**src/rtl/shift_ctrl_pkg.sv**
```systemverilog
// Shared types and constants for the shift_frame_ctrl serial framing sequencer.
package shift_ctrl_pkg;

  typedef enum logic [1:0] {
    IDLE   = 2'd0,
    SHIFT  = 2'd1,
    PARITY = 2'd2,
    HOLD   = 2'd3
  } frame_state_e;

  localparam int DEFAULT_WIDTH = 8;

endpackage

```
**src/rtl/shift_frame_ctrl_counter.sv**
```systemverilog
// frame_bit_counter: counts accepted data bits of the current frame.
// terminal flags the strobe that carries the last data bit.
module frame_bit_counter #(
  parameter int WIDTH = 8,
  parameter int CNT_W = $clog2(WIDTH + 1)
) (
  input  logic clk,
  input  logic reset,
  input  logic clr,
  input  logic inc,
  output logic terminal
);

  logic [CNT_W-1:0] count;

  // Bit counter; clear has priority over increment.
  always_ff @(posedge clk) begin
    if (reset) begin
      count <= '0;
    end else if (clr) begin
      count <= '0;
    end else if (inc) begin
      count <= count + {{(CNT_W-1){1'b0}}, 1'b1};
    end else begin
      count <= count;
    end
  end

  assign terminal = (count == CNT_W'(WIDTH - 1));

endmodule

```
**src/rtl/shift_frame_ctrl.sv**
```systemverilog
// shift_frame_ctrl: frames a serial stream into WIDTH-bit words via an external
// shift_register and hands them off on valid/ready. Optional macro: PARITY_CHECK_EN.
module shift_frame_ctrl
  import shift_ctrl_pkg::*;
#(
  parameter int WIDTH = DEFAULT_WIDTH,
  localparam int CNT_W = $clog2(WIDTH + 1)
) (
  input  logic             clk,
  input  logic             reset,
  input  logic             frame_start,
  input  logic             ser_valid,
  input  logic             ser_data,
  output logic             sr_reset_n,
  output logic             sr_shift_en,
  output logic             sr_data_in,
  input  logic [WIDTH-1:0] sr_data_out,
  output logic             m_valid,
  input  logic             m_ready,
  output logic [WIDTH-1:0] m_data,
  output logic             parity_err,
  output logic             overflow,
  input  logic             ovf_clr,
  output logic             busy
);

  frame_state_e state;
  frame_state_e state_next;
  logic         clr;
  logic         shift_acc;
  logic         terminal;
  logic         ovf_set;

  // In HOLD a new frame may only start together with the handshake.
  assign clr         = frame_start & ((state != HOLD) | m_ready);
  assign shift_acc   = ser_valid & (state == SHIFT) & ~clr;
  assign ovf_set     = ser_valid & (state == HOLD) & ~clr;

  assign sr_reset_n  = ~(reset | clr);
  assign sr_data_in  = ser_data;
  assign sr_shift_en = shift_acc;
  assign m_data      = sr_data_out;
  assign m_valid     = (state == HOLD);
  assign busy        = (state != IDLE);

  frame_bit_counter #(
    .WIDTH (WIDTH),
    .CNT_W (CNT_W)
  ) u_counter (
    .clk      (clk),
    .reset    (reset),
    .clr      (clr),
    .inc      (shift_acc),
    .terminal (terminal)
  );

  // State register.
  always_ff @(posedge clk) begin
    if (reset) begin
      state <= IDLE;
    end else begin
      state <= state_next;
    end
  end

  // Next-state decode.
  always_comb begin
    state_next = state;
    case (state)
      IDLE: begin
        if (clr) state_next = SHIFT;
        else     state_next = IDLE;
      end
      SHIFT: begin
        if (clr) begin
          state_next = SHIFT;
        end else if (shift_acc && terminal) begin
`ifdef PARITY_CHECK_EN
          state_next = PARITY;
`else
          state_next = HOLD;
`endif
        end else begin
          state_next = SHIFT;
        end
      end
      PARITY: begin
        if (clr)            state_next = SHIFT;
        else if (ser_valid) state_next = HOLD;
        else                state_next = PARITY;
      end
      HOLD: begin
        if (m_ready) state_next = frame_start ? SHIFT : IDLE;
        else         state_next = HOLD;
      end
      default: state_next = IDLE;
    endcase
  end

  // Sticky overflow; a new drop outranks a same-cycle clear.
  always_ff @(posedge clk) begin
    if (reset) begin
      overflow <= 1'b0;
    end else if (ovf_set) begin
      overflow <= 1'b1;
    end else if (ovf_clr) begin
      overflow <= 1'b0;
    end else begin
      overflow <= overflow;
    end
  end

`ifdef PARITY_CHECK_EN
  function automatic logic even_parity(input logic [WIDTH-1:0] v);
    return ^v;
  endfunction

  // Parity verdict captured with the parity strobe, dropped when the word leaves.
  always_ff @(posedge clk) begin
    if (reset) begin
      parity_err <= 1'b0;
    end else if ((state == PARITY) && ser_valid && !clr) begin
      parity_err <= even_parity(sr_data_out) ^ ser_data;
    end else if ((state == HOLD) && m_ready) begin
      parity_err <= 1'b0;
    end else begin
      parity_err <= parity_err;
    end
  end
`else
  assign parity_err = 1'b0;
`endif

endmodule

```
**config.mk**
```make
export PLATFORM = sky130hd
export DESIGN_NAME = shift_frame_ctrl
export DESIGN_NICKNAME = d
export VERILOG_FILES = /design/src/rtl/shift_ctrl_pkg.sv /design/src/rtl/shift_frame_ctrl_counter.sv /design/src/rtl/shift_frame_ctrl.sv
export SDC_FILE = /design/constraint.sdc
export NUM_CORES = 1
export LEC_CHECK = 0
export ABC_AREA = 1
export ABC_CLOCK_PERIOD_IN_PS = 1000
export BUFFER_PORTS_ARGS = -buffer_cell sky130_fd_sc_hd__buf_2
export CELL_PAD_IN_SITES_DETAIL_PLACEMENT = 1
export CELL_PAD_IN_SITES_GLOBAL_PLACEMENT = 2
export CORE_ASPECT_RATIO = 0.9
export CORE_UTILIZATION = 18
export CTS_CLUSTER_DIAMETER = 30
export CTS_CLUSTER_SIZE = 40
export DETAILED_ROUTE_END_ITERATION = 7
export GPL_ROUTABILITY_DRIVEN = 0
export PLACE_DENSITY_LB_ADDON = 0.1
export REMOVE_ABC_BUFFERS = 1
export SLEW_MARGIN = 5
export SYNTH_ARGS = -nofsm -noshare
export SYNTH_HDL_FRONTEND = slang
export SYNTH_SLANG_ARGS = --single-unit
export TNS_END_PERCENT = 20
```
**constraint.sdc**
```tcl
create_clock -name clk -period 1 [get_ports clk]
set_input_delay 0.1 -clock clk [delete_from_list [all_inputs] [get_ports clk]]
set_output_delay 0.1 -clock clk [all_outputs]
set_load 0.005 [all_outputs]
```
==> results of run 1 <==
## Yosys cell counts
library cell / number / area (um^2)
o21ai_0: 1 / 5.00
buf_4: 10 / 75.1
inv_2: 2 / 7.51
dfxtp_1: 7 / 140
nand2_4: 1 / 11.3
nor2_2: 1 / 6.26
nand3b_1: 1 / 7.51
o211ai_1: 1 / 7.51
xor2_1: 2 / 17.5
nor2_1: 3 / 11.3
a21oi_2: 3 / 26.3
nand2_1: 15 / 56.3
ha_1: 1 / 12.5
nand4_2: 1 / 12.5
nand4_1: 1 / 6.26
a21oi_1: 1 / 5.00
nand2_2: 2 / 12.5
inv_1: 7 / 26.3
conb_1: 1 / 3.75
nand3_1: 4 / 20.0
o21ai_2: 1 / 8.76
## power by group
part           switching, mW  internal, mW  leakage (nW)
clock network          0.115         0.153        0.0150
logic                 0.0495        0.0519         0.249
registers            0.00674         0.283        0.0578
## kinds of logic (layout without fill, tap and decap cells)
| kind of cell | after synthesis | count (layout) | share of synthesized area [%] |
|---|---|---|---|
| AO/OA/AOI/OAI | 7 | 7 | 11.0 |
| XOR/XNOR | 2 | 2 | 3.66 |
| adder cells (fa/ha/maj) | 1 | 1 | 2.61 |
| buffers and inverters | 19 | 38 | 22.7 |
| flip-flops | 7 | 7 | 29.2 |
| other | 1 | 1 | 0.783 |
| AND/OR/NAND/NOR | 29 | 29 | 30.0 |
## critical path, cell delays in order (launching register included)
cell and delay, ns:
dfxtp_4 0.38, nand2_2 0.05, inv_2 0.06, nand2_2 0.05
nand2_2 0.07, nand2_4 0.05, inv_2 0.04, buf_2 0.09
## worst max path at each step
stage	startpoint	end	slack [ns]
global route	state[0]$_SDFF_PP0_	sr_reset_n	-0.21
detailed placement	state[0]$_SDFF_PP0_	sr_reset_n	-0.01
CTS	state[0]$_SDFF_PP0_	sr_reset_n	-0.16
floorplan	u_counter.count[0]$_SDFFE_PN0N_	u_counter.count[2]$_SDFFE_PN0N_	0.09
global placement	state[0]$_SDFF_PP0_	sr_reset_n	-0.06
finish	state[0]$_SDFF_PP0_	sr_reset_n	-0.13
## registers in the layout (all words and copies together) (netlist names)
signal and count:
overflow 1, u_counter.count 4, state 2
## through the flow
stage | cell area (um^2) | power [mW] | TNS (ns) | hold slack, ns
CTS | 606 | 0.660 | -0.396 | 0.0328
finish | 659 | 0.660 | -0.351 | 0.0301
global placement | 549 | 0.377 | -0.0703 | 0.200
detailed placement | 549 | 0.377 | -0.0124 | 0.200
floorplan | 404 | 0.332 | 0 | 0.169
global route | 659 | 0.701 | -0.847 | 0.0346
## final cells by class
class	count	area [um^2]
fillers	305	1830
multi-input cells	40	241
repair buffers	25	175
flip-flops and latches	7	145
inverters	9	36.3
well taps	28	35.0
clock buffers	4	26.3
## per-layer routing
| layer | track usage, % | part of all wire (%) |
|---|---|---|
| met5 | 0 | 0 |
| met4 | 3.66 | 0.88 |
| met3 | 8.35 | 11 |
| met2 | 12.3 | 40 |
| met1 | 12.4 | 48 |
## timing repair
| item | in CTS | in global routing |
|---|---|---|
| endpoints found under the setup margin | 4 | 10 |
| resized for setup | 8 | 2 |
| pin swaps | 3 | 1 |
| setup buffers | 1 | 6 |
==> summary.txt, run 1 <==
Status
  • Status: finished, violations left
  • Violated checks: setup timing

Placed design
  • Dpl hpwl: slightly below 1000 um
  • Placed cell count: approximately 100
  • Port buffer count: 10
  • Placement Setup Slack: -0.0124 ns

Hold path
  • Critical hold path startpoint: reset
  • WHS Endpoint: state[0]$_SDFF_PP0_
  • Worst hold stages: 2
  • Worst hold path type: primary input to register

Cells and area
  • Commonest non-fill, non-tap cells in the layout: buf_4, nand2_1, buf_2
  • Ratio of cells with drive above 1 in the final layout: between 50% and 60%
  • Fin nets: 102
  • Most common cell after layout, fill and taps aside: buf_4
  • Non-Filler Instances: around 110
  • P&R area growth vs syn: 37.6%
  • Ant diodes: 0
  • Final core utilization: between 20% and 30%

Drt
  • Vias: between 400 and 500
  • Post-DRT Antenna Nets: 0
  • WL per Instance: about 11 um
  • Initial DRC count: 4
  • DRC: 0
  • Final WL: between 1000 and 1500 um
  • Vias/cell: about 4
  • First-pass DRT Iterations: 3

Setup path
  • Crit path capture type: primary output
  • Reg2Reg Depth: 7
  • WS Path Type: register to primary output
  • Worst r2r src: state[1]$_SDFF_PP0_
  • Data arrival, critical path: 1.03 ns
  • CP Max Fanout: 5
  • Flop-to-flop setup slack: -0.04 ns
  • Worst setup SP type: register
  • CP Data Required Time: approximately 0.90 ns
  • Reg2reg end: u_counter.count[2]$_SDFFE_PN0N_

Global route
  • Initial antenna violation count: 0
  • Pin count of the biggest net entering global routing: 6
  • Total global routing overflow: 0
  • Number of global-route vias before repair: around 440
  • Gr usage total: 10.0%
  • First-pass GRT wire length: roughly 2100 um

Synthesis
  • Syn Inst Count: between 60 and 70
  • Seq/Total Area, Yosys: a little under 30%
  • Syn_area_per_cell: 7.26 um^2
  • Post-synth design cell area: 479 um^2
  • Distinct cells, synth: 21
  • Synth warn: 0
  • #FFs+latches synth: 7

Timing
  • Final period util: 113%
  • Worst-case clock skew: 0.00573 ns
  • Fin crit period: about 1.1 ns
  • Fin. Hold Viols: 0
  • Fmax achieved: roughly 880 MHz
  • Slew Limit Fails: 0
  • RSZ-0062 raised after global routing: true
  • PnR worst setup slack: -0.132 ns
  • Final Setup Violations: 5

Die
  • IO Pins: 30
  • Initial core utilization: 19.3%
  • Chip Height: around 51 um
  • FP Rows: 17
  • Die Wd: approximately 56 um
  • CORE AREA: about 2500 um^2
  • Die ar.: approximately 2900 um^2

CTS
  • Clock Pin Slew Worst Setup and Hold Paths: around 0.050 ns
  • CTS sink count: 7
  • Worst-skew pair later-pin latency: between 0.2 and 0.3 ns
  • H-tree levels: 1
  • Root Driver: clkbuf_4
  • # hold bufs at CTS: 0
  • CTS tree: built
  • Maximum clock path buffer count: 2
  • Cts bufs inserted: 3

Run
  • Maxcap violations: 0

Pwr
  • Pwr dens: around 1000 nW/um^2
  • LEAKAGE: around 0.32 nW
  • Max IR drop VDD: between 300 and 400 uV
Note: power is estimated with default switching activity, not from simulation.
==> run 2, diff against run 1 <==
--- a/config.mk
+++ b/config.mk
@@ -18,6 +18,7 @@
 export GPL_ROUTABILITY_DRIVEN = 0
 export PLACE_DENSITY_LB_ADDON = 0.1
 export REMOVE_ABC_BUFFERS = 1
+export SKIP_CTS_REPAIR_TIMING = 1
 export SLEW_MARGIN = 5
 export SYNTH_ARGS = -nofsm -noshare
 export SYNTH_HDL_FRONTEND = slang
==> run 2 against run 1 <==
Net effect: the flow still finishes with violations (setup timing); sequential power is essentially flat; sequential share of layout area decreased by 0.25 points; clock skew about the same; sequential cell count stayed put; count of clock-buffer cells in the layout unchanged.
==> summary.txt, run 2 (synthesis gave the netlist of run 1 again) <==
Status
  • Status: finished, violations left
  • Violated checks: setup timing

Die
  • CORE AREA: between 2000 and 2500 um^2
  • FP Rows: 17
  • Chip Height: around 51 um
  • Initial core utilization: 19.3%
  • Die ar.: 2870 um^2
  • IO Pins: 30
  • Die Wd: 56.4 um

Cells and area
  • Non-Filler Instances: between 100 and 150
  • Final core utilization: a little over a quarter
  • FF+latch area: roughly 150 um^2
  • Commonest non-fill, non-tap cells in the layout: buf_4, nand2_1, buf_2
  • P&R area growth vs syn: 39.2%
  • Top Registers: u_counter.count x4, state x2, overflow x1
  • Fin nets: 103
  • Most common cell after layout, fill and taps aside: buf_4
  • Ant diodes: 0
  • Multi-input logic area: 241 um^2
  • Max FFs per register: 4
  • Largest Register: u_counter.count
  • Final-layout fill cell count: between 300 and 400
  • Ratio of cells with drive above 1 in the final layout: 52.3%

Setup path
  • Crit path cell chain: nand2_2 -> inv_2 -> nand2_2 -> nand2_2 -> nand2_4 -> inv_2 -> buf_2
  • Largest stage delay, worst path: approximately 0.38 ns
  • Crit path capture type: primary output
  • Data arrival, critical path: between 1 and 1.5 ns
  • CP Max Fanout: 5
  • CP most frequent cell: nand2_2
  • WS Path Type: register to primary output
  • CP Data Required Time: ~0.90 ns
  • Slowest cell on crit path: dfxtp_4
  • Worst setup SP type: register

CTS
  • Worst-skew pair later-pin latency: around 0.26 ns
  • H-tree levels: 1
  • CTS sink count: 7
  • CTS tree: built
  • Maximum clock path buffer count: 2
  • Cts bufs inserted: 3
  • Root Driver: clkbuf_4
  • Clock Pin Slew Worst Setup and Hold Paths: 0.05 ns

Timing
  • Final period util: 115%
  • PnR worst setup slack: -0.154 ns
  • Worst-case clock skew: ~0.0054 ns
  • RSZ-0062 raised after global routing: true
  • Fmax achieved: 867 MHz
  • Slew Limit Fails: 0
  • Final TNS setup: -0.396 ns
  • Fin crit period: 1.15 ns
  • Final Setup Violations: 5
  • Fin. Hold Viols: 0

Global route
  • Pin count of the biggest net entering global routing: 7
  • Gr usage total: slightly below 10%
  • Number of global-route vias before repair: 436
  • Initial antenna violation count: 0
  • Total global routing overflow: 0
  • First-pass GRT wire length: between 2000 and 2500 um

Drt
  • Vias/cell: around 4
  • Post-DRT Antenna Nets: 0
  • Initial DRC count: 2
  • Vias: roughly 460
  • DRC: 0
  • Final WL: about 1300 um
  • WL per Instance: 11.2 um
  • First-pass DRT Iterations: 3

Placed design
  • Port buffer count: 10
  • Placed cell count: roughly 100
  • Dpl hpwl: about 1000 um

Pwr
  • LEAKAGE: 0.326 nW
  • Max IR drop VDD: around 340 uV
  • Pwr dens: about 1000 nW/um^2

Hold path
  • Worst hold path type: primary input to register

Run
  • Maxcap violations: 0
run 2: cell types whose count changed in the layout (fill, tap and decap cells not counted):
cell | before | now
buf_4 | 15 | 16
run 2: final timing paths:
check	start	cells past startpoint	slack, ns	to
setup reg to reg	state[1]$_SDFF_PP0_	7	-0.05	u_counter.count[2]$_SDFFE_PN0N_
hold reg to reg	overflow$_SDFFE_PP0P_	2	0.48	overflow$_SDFFE_PP0P_
setup / recovery	state[0]$_SDFF_PP0_	7	-0.15	sr_reset_n
hold / removal	reset	2	0.03	state[0]$_SDFF_PP0_
run 2: metrics by stage:
stage / hold slack (ns) / power (mW) / cell area [um^2] / setup WS [ns]
2_1_floorplan: 0.169 / 0.332 / 404 / 0.0910
3_3_place_gp: 0.200 / 0.377 / 549 / -0.0568
3_5_place_dp: 0.200 / 0.377 / 549 / -0.0124
4_1_cts: 0.0416 / 0.652 / 576 / -0.290
5_1_grt: 0.0369 / 0.709 / 667 / -0.235
6_report: 0.0291 / 0.664 / 667 / -0.154
run 2: worst max-delay path: cells and delay by family, from the launching register on:
family        cells  cell delay [ns]
simple gates      4             0.23
buf+inv           3             0.19
flops             1             0.38
run 2: layer usage:
layer | vias up | GRT usage (%) | share of wire, %
met5 | - | 0 | 0
met4 | 0 | 3.66 | 0.86
met3 | 2 | 8.35 | 10
met2 | 23 | 11.9 | 41
met1 | 195 | 12.1 | 48
li1 | 238 | - | -
run 2: power by group:
| group | total, mW | switching (mW) | internal [mW] | leakage, nW |
|---|---|---|---|---|
| Clock | 0.270 | 0.117 | 0.153 | 0.0150 |
| Combinational | 0.104 | 0.0498 | 0.0540 | 0.254 |
| Sequential | 0.291 | 0.00724 | 0.283 | 0.0578 |
| Total | 0.664 | 0.174 | 0.491 | 0.326 |
run 2: final cells by class:
cell class,count,share of cell area [%]
tap,28,5.25
timing repair buffer,26,27.4
sequential,7,21.8
clock buffer,4,3.94
multi-input combinational,40,36.2
inverter,9,5.44
==> run 3, diff against run 2 <==
--- a/config.mk
+++ b/config.mk
@@ -10,7 +10,7 @@
 export BUFFER_PORTS_ARGS = -buffer_cell sky130_fd_sc_hd__buf_2
 export CELL_PAD_IN_SITES_DETAIL_PLACEMENT = 1
 export CELL_PAD_IN_SITES_GLOBAL_PLACEMENT = 2
-export CORE_ASPECT_RATIO = 0.9
+export CORE_ASPECT_RATIO = 0.7
 export CORE_UTILIZATION = 18
 export CTS_CLUSTER_DIAMETER = 30
 export CTS_CLUSTER_SIZE = 40
==> run 3 against run 2 <==
Net effect: the run still ends with setup timing left; worst hold slack improved by 0.043 ns; clock skew decreased by 0.0041 ns; final area shrank 0.19%; register-to-register slack better by 0.05 ns; sequential cell count stayed put; critical path depth is the same; combinational power fell by 5%; global-route usage shrank 0.45 points; critical endpoint unchanged; largest power group is now clock.
==> summary.txt, run 3 (synthesis gave the netlist of run 1 again) <==
Status
  • Status: finished, violations left
  • Violated checks: setup timing

Cells and area
  • Multi-input logic area: 244 um^2
  • Fin nets: a little over 100
  • P&R area growth vs syn: 38.9%
  • Max FFs per register: 4
  • Post-route cell area: 666 um^2
  • Ratio of cells with drive above 1 in the final layout: 52.4%
  • Final-layout fill cell count: around 310
  • Top Registers: u_counter.count x4, state x2, overflow x1
  • Commonest non-fill, non-tap cells in the layout: nand2_1, buf_4, buf_2
  • Largest Register: u_counter.count
  • FF+latch area: about 150 um^2
  • Ant diodes: 0

Drt
  • DRC: 0
  • Vias/cell: about 4
  • Post-DRT Antenna Nets: 0
  • First-pass DRT Iterations: 1
  • Final WL: between 1000 and 1500 um
  • WL per Instance: 10.9 um
  • Initial DRC count: 0
  • Vias: ~470

Setup path
  • Reg2reg end: u_counter.count[1]$_SDFFE_PN0N_
  • WS Path Type: register to primary output
  • CP Max Fanout: 3
  • Critical Path Source: state[1]$_SDFF_PP0_
  • Worst r2r src: state[0]$_SDFF_PP0_
  • CP Data Required Time: about 0.90 ns
  • Data arrival, critical path: approximately 1.1 ns
  • Worst setup SP type: register
  • Crit path capture type: primary output
  • Reg2Reg Depth: 6
  • Flop-to-flop setup slack: 0 ns
  • Setup crit end: sr_reset_n

Global route
  • Total global routing overflow: 0
  • Number of global-route vias before repair: ~410
  • Pin count of the biggest net entering global routing: 7
  • Gr usage total: about a tenth
  • First-pass GRT wire length: about 1900 um
  • Initial antenna violation count: 0

Pwr
  • Sequential share of power: around 36%
  • LEAKAGE: 0.319 nW
  • Power share of the clock group: between 50% and 60%
  • Switch share: 23.6%
  • Psw: about 190 uW
  • Pwr dens: between 1000 and 1500 nW/um^2
  • Logic pwr share: about an eighth
  • Pint: around 610 uW
  • Max IR drop VDD: around 450 uV

Timing
  • Fmax achieved: just under 900 MHz
  • Final period util: 115%
  • Worst-case clock skew: ~0.0013 ns
  • RSZ-0062 raised after global routing: true
  • Final Setup Violations: 7
  • Fin. Hold Viols: 0
  • Fin crit period: 1.15 ns
  • PnR worst setup slack: -0.147 ns
  • Slew Limit Fails: 0
  • Hold WS: roughly 0.07 ns

CTS
  • CTS sink count: 7
  • Clock Pin Slew Worst Setup and Hold Paths: around 0.040 ns
  • H-tree levels: 1
  • Worst-skew pair later-pin latency: ~0.23 ns
  • Maximum clock path buffer count: 2
  • CTS tree: built
  • Root Driver: clkbuf_8
  • Cts bufs inserted: 3

Placed design
  • Port buffer count: 10
  • Dpl hpwl: between 900 and 1000 um
  • Post-Place Cell Area: 549 um^2

Die
  • Chip Height: 45.2 um
  • FP Rows: 15
  • IO Pins: 30
  • CORE AREA: between 2000 and 2500 um^2
  • Die ar.: ~2900 um^2
  • Initial core utilization: between 10% and 20%
  • Die Wd: roughly 64 um

Hold path
  • Worst hold path type: primary input to register
  • Worst hold stages: 2
  • Critical hold path startpoint: reset

Run
  • Maxcap violations: 0
[run 3: cell count changes in the layout (fill, tap and decap cells not counted), sizes merged]
cell  change
buf       -2
[run 3: how the worst min path moves through the flow]
stage               slack (ns)                  end
CTS                       0.08  state[1]$_SDFF_PP0_
detailed placement        0.20           sr_data_in
global placement          0.20           sr_data_in
floorplan                 0.17  state[0]$_SDFF_PP0_
global route              0.08  state[0]$_SDFF_PP0_
finish                    0.07  state[0]$_SDFF_PP0_
[run 3: final cells by class]
class	count	share of cell area (%)
Clock buffer	4	6.77
Inverter	9	5.08
Multi-Input combinational cell	40	36.7
Sequential cell	7	21.8
Tap cell	34	6.39
Timing Repair Buffer	24	23.3
[run 3: worst max-delay path: stages, from the launching register on]
cell and delay (ns):
dfxtp_2 0.35, nand2_2 0.06, inv_2 0.07, nand2_2 0.06, nand2_2 0.08, nand2_4 0.06, inv_2 0.04, buf_2 0.09
[run 3: per-stage QoR]
stage	setup slack, ns	util [%]	instances	power [mW]	setup TNS [ns]
after global routing	-0.222	26.7	118	0.852	-0.970
final	-0.147	26.7	118	0.797	-0.330
after detailed placement	-0.0610	22.0	107	0.374	-0.0610
after global placement	-0.0853	22.0	107	0.378	-0.0911
after floorplan	0.0910	-	56	0.332	0
after CTS	-0.301	23.8	111	0.793	-0.647
[run 3: power groups by stage]
stage	Sequential (mW)	Clock, mW	Combinational, mW
after global routing	0.290	0.451	0.111
after CTS	0.291	0.423	0.0795
after detailed placement	0.296	0	0.0783
after global placement	0.296	0	0.0820
final	0.290	0.409	0.0985
after floorplan	0.295	0	0.0369
[run 3: routing by layer]
metal / vias up / GRT usage [%] / share of wire, %
li1: 232 / - / -
met1: 204 / 11.1 / 45
met2: 27 / 11.7 / 43
met3: 2 / 8.59 / 12
met4: 0 / 2.73 / 0.78
met5: - / 0 / 0
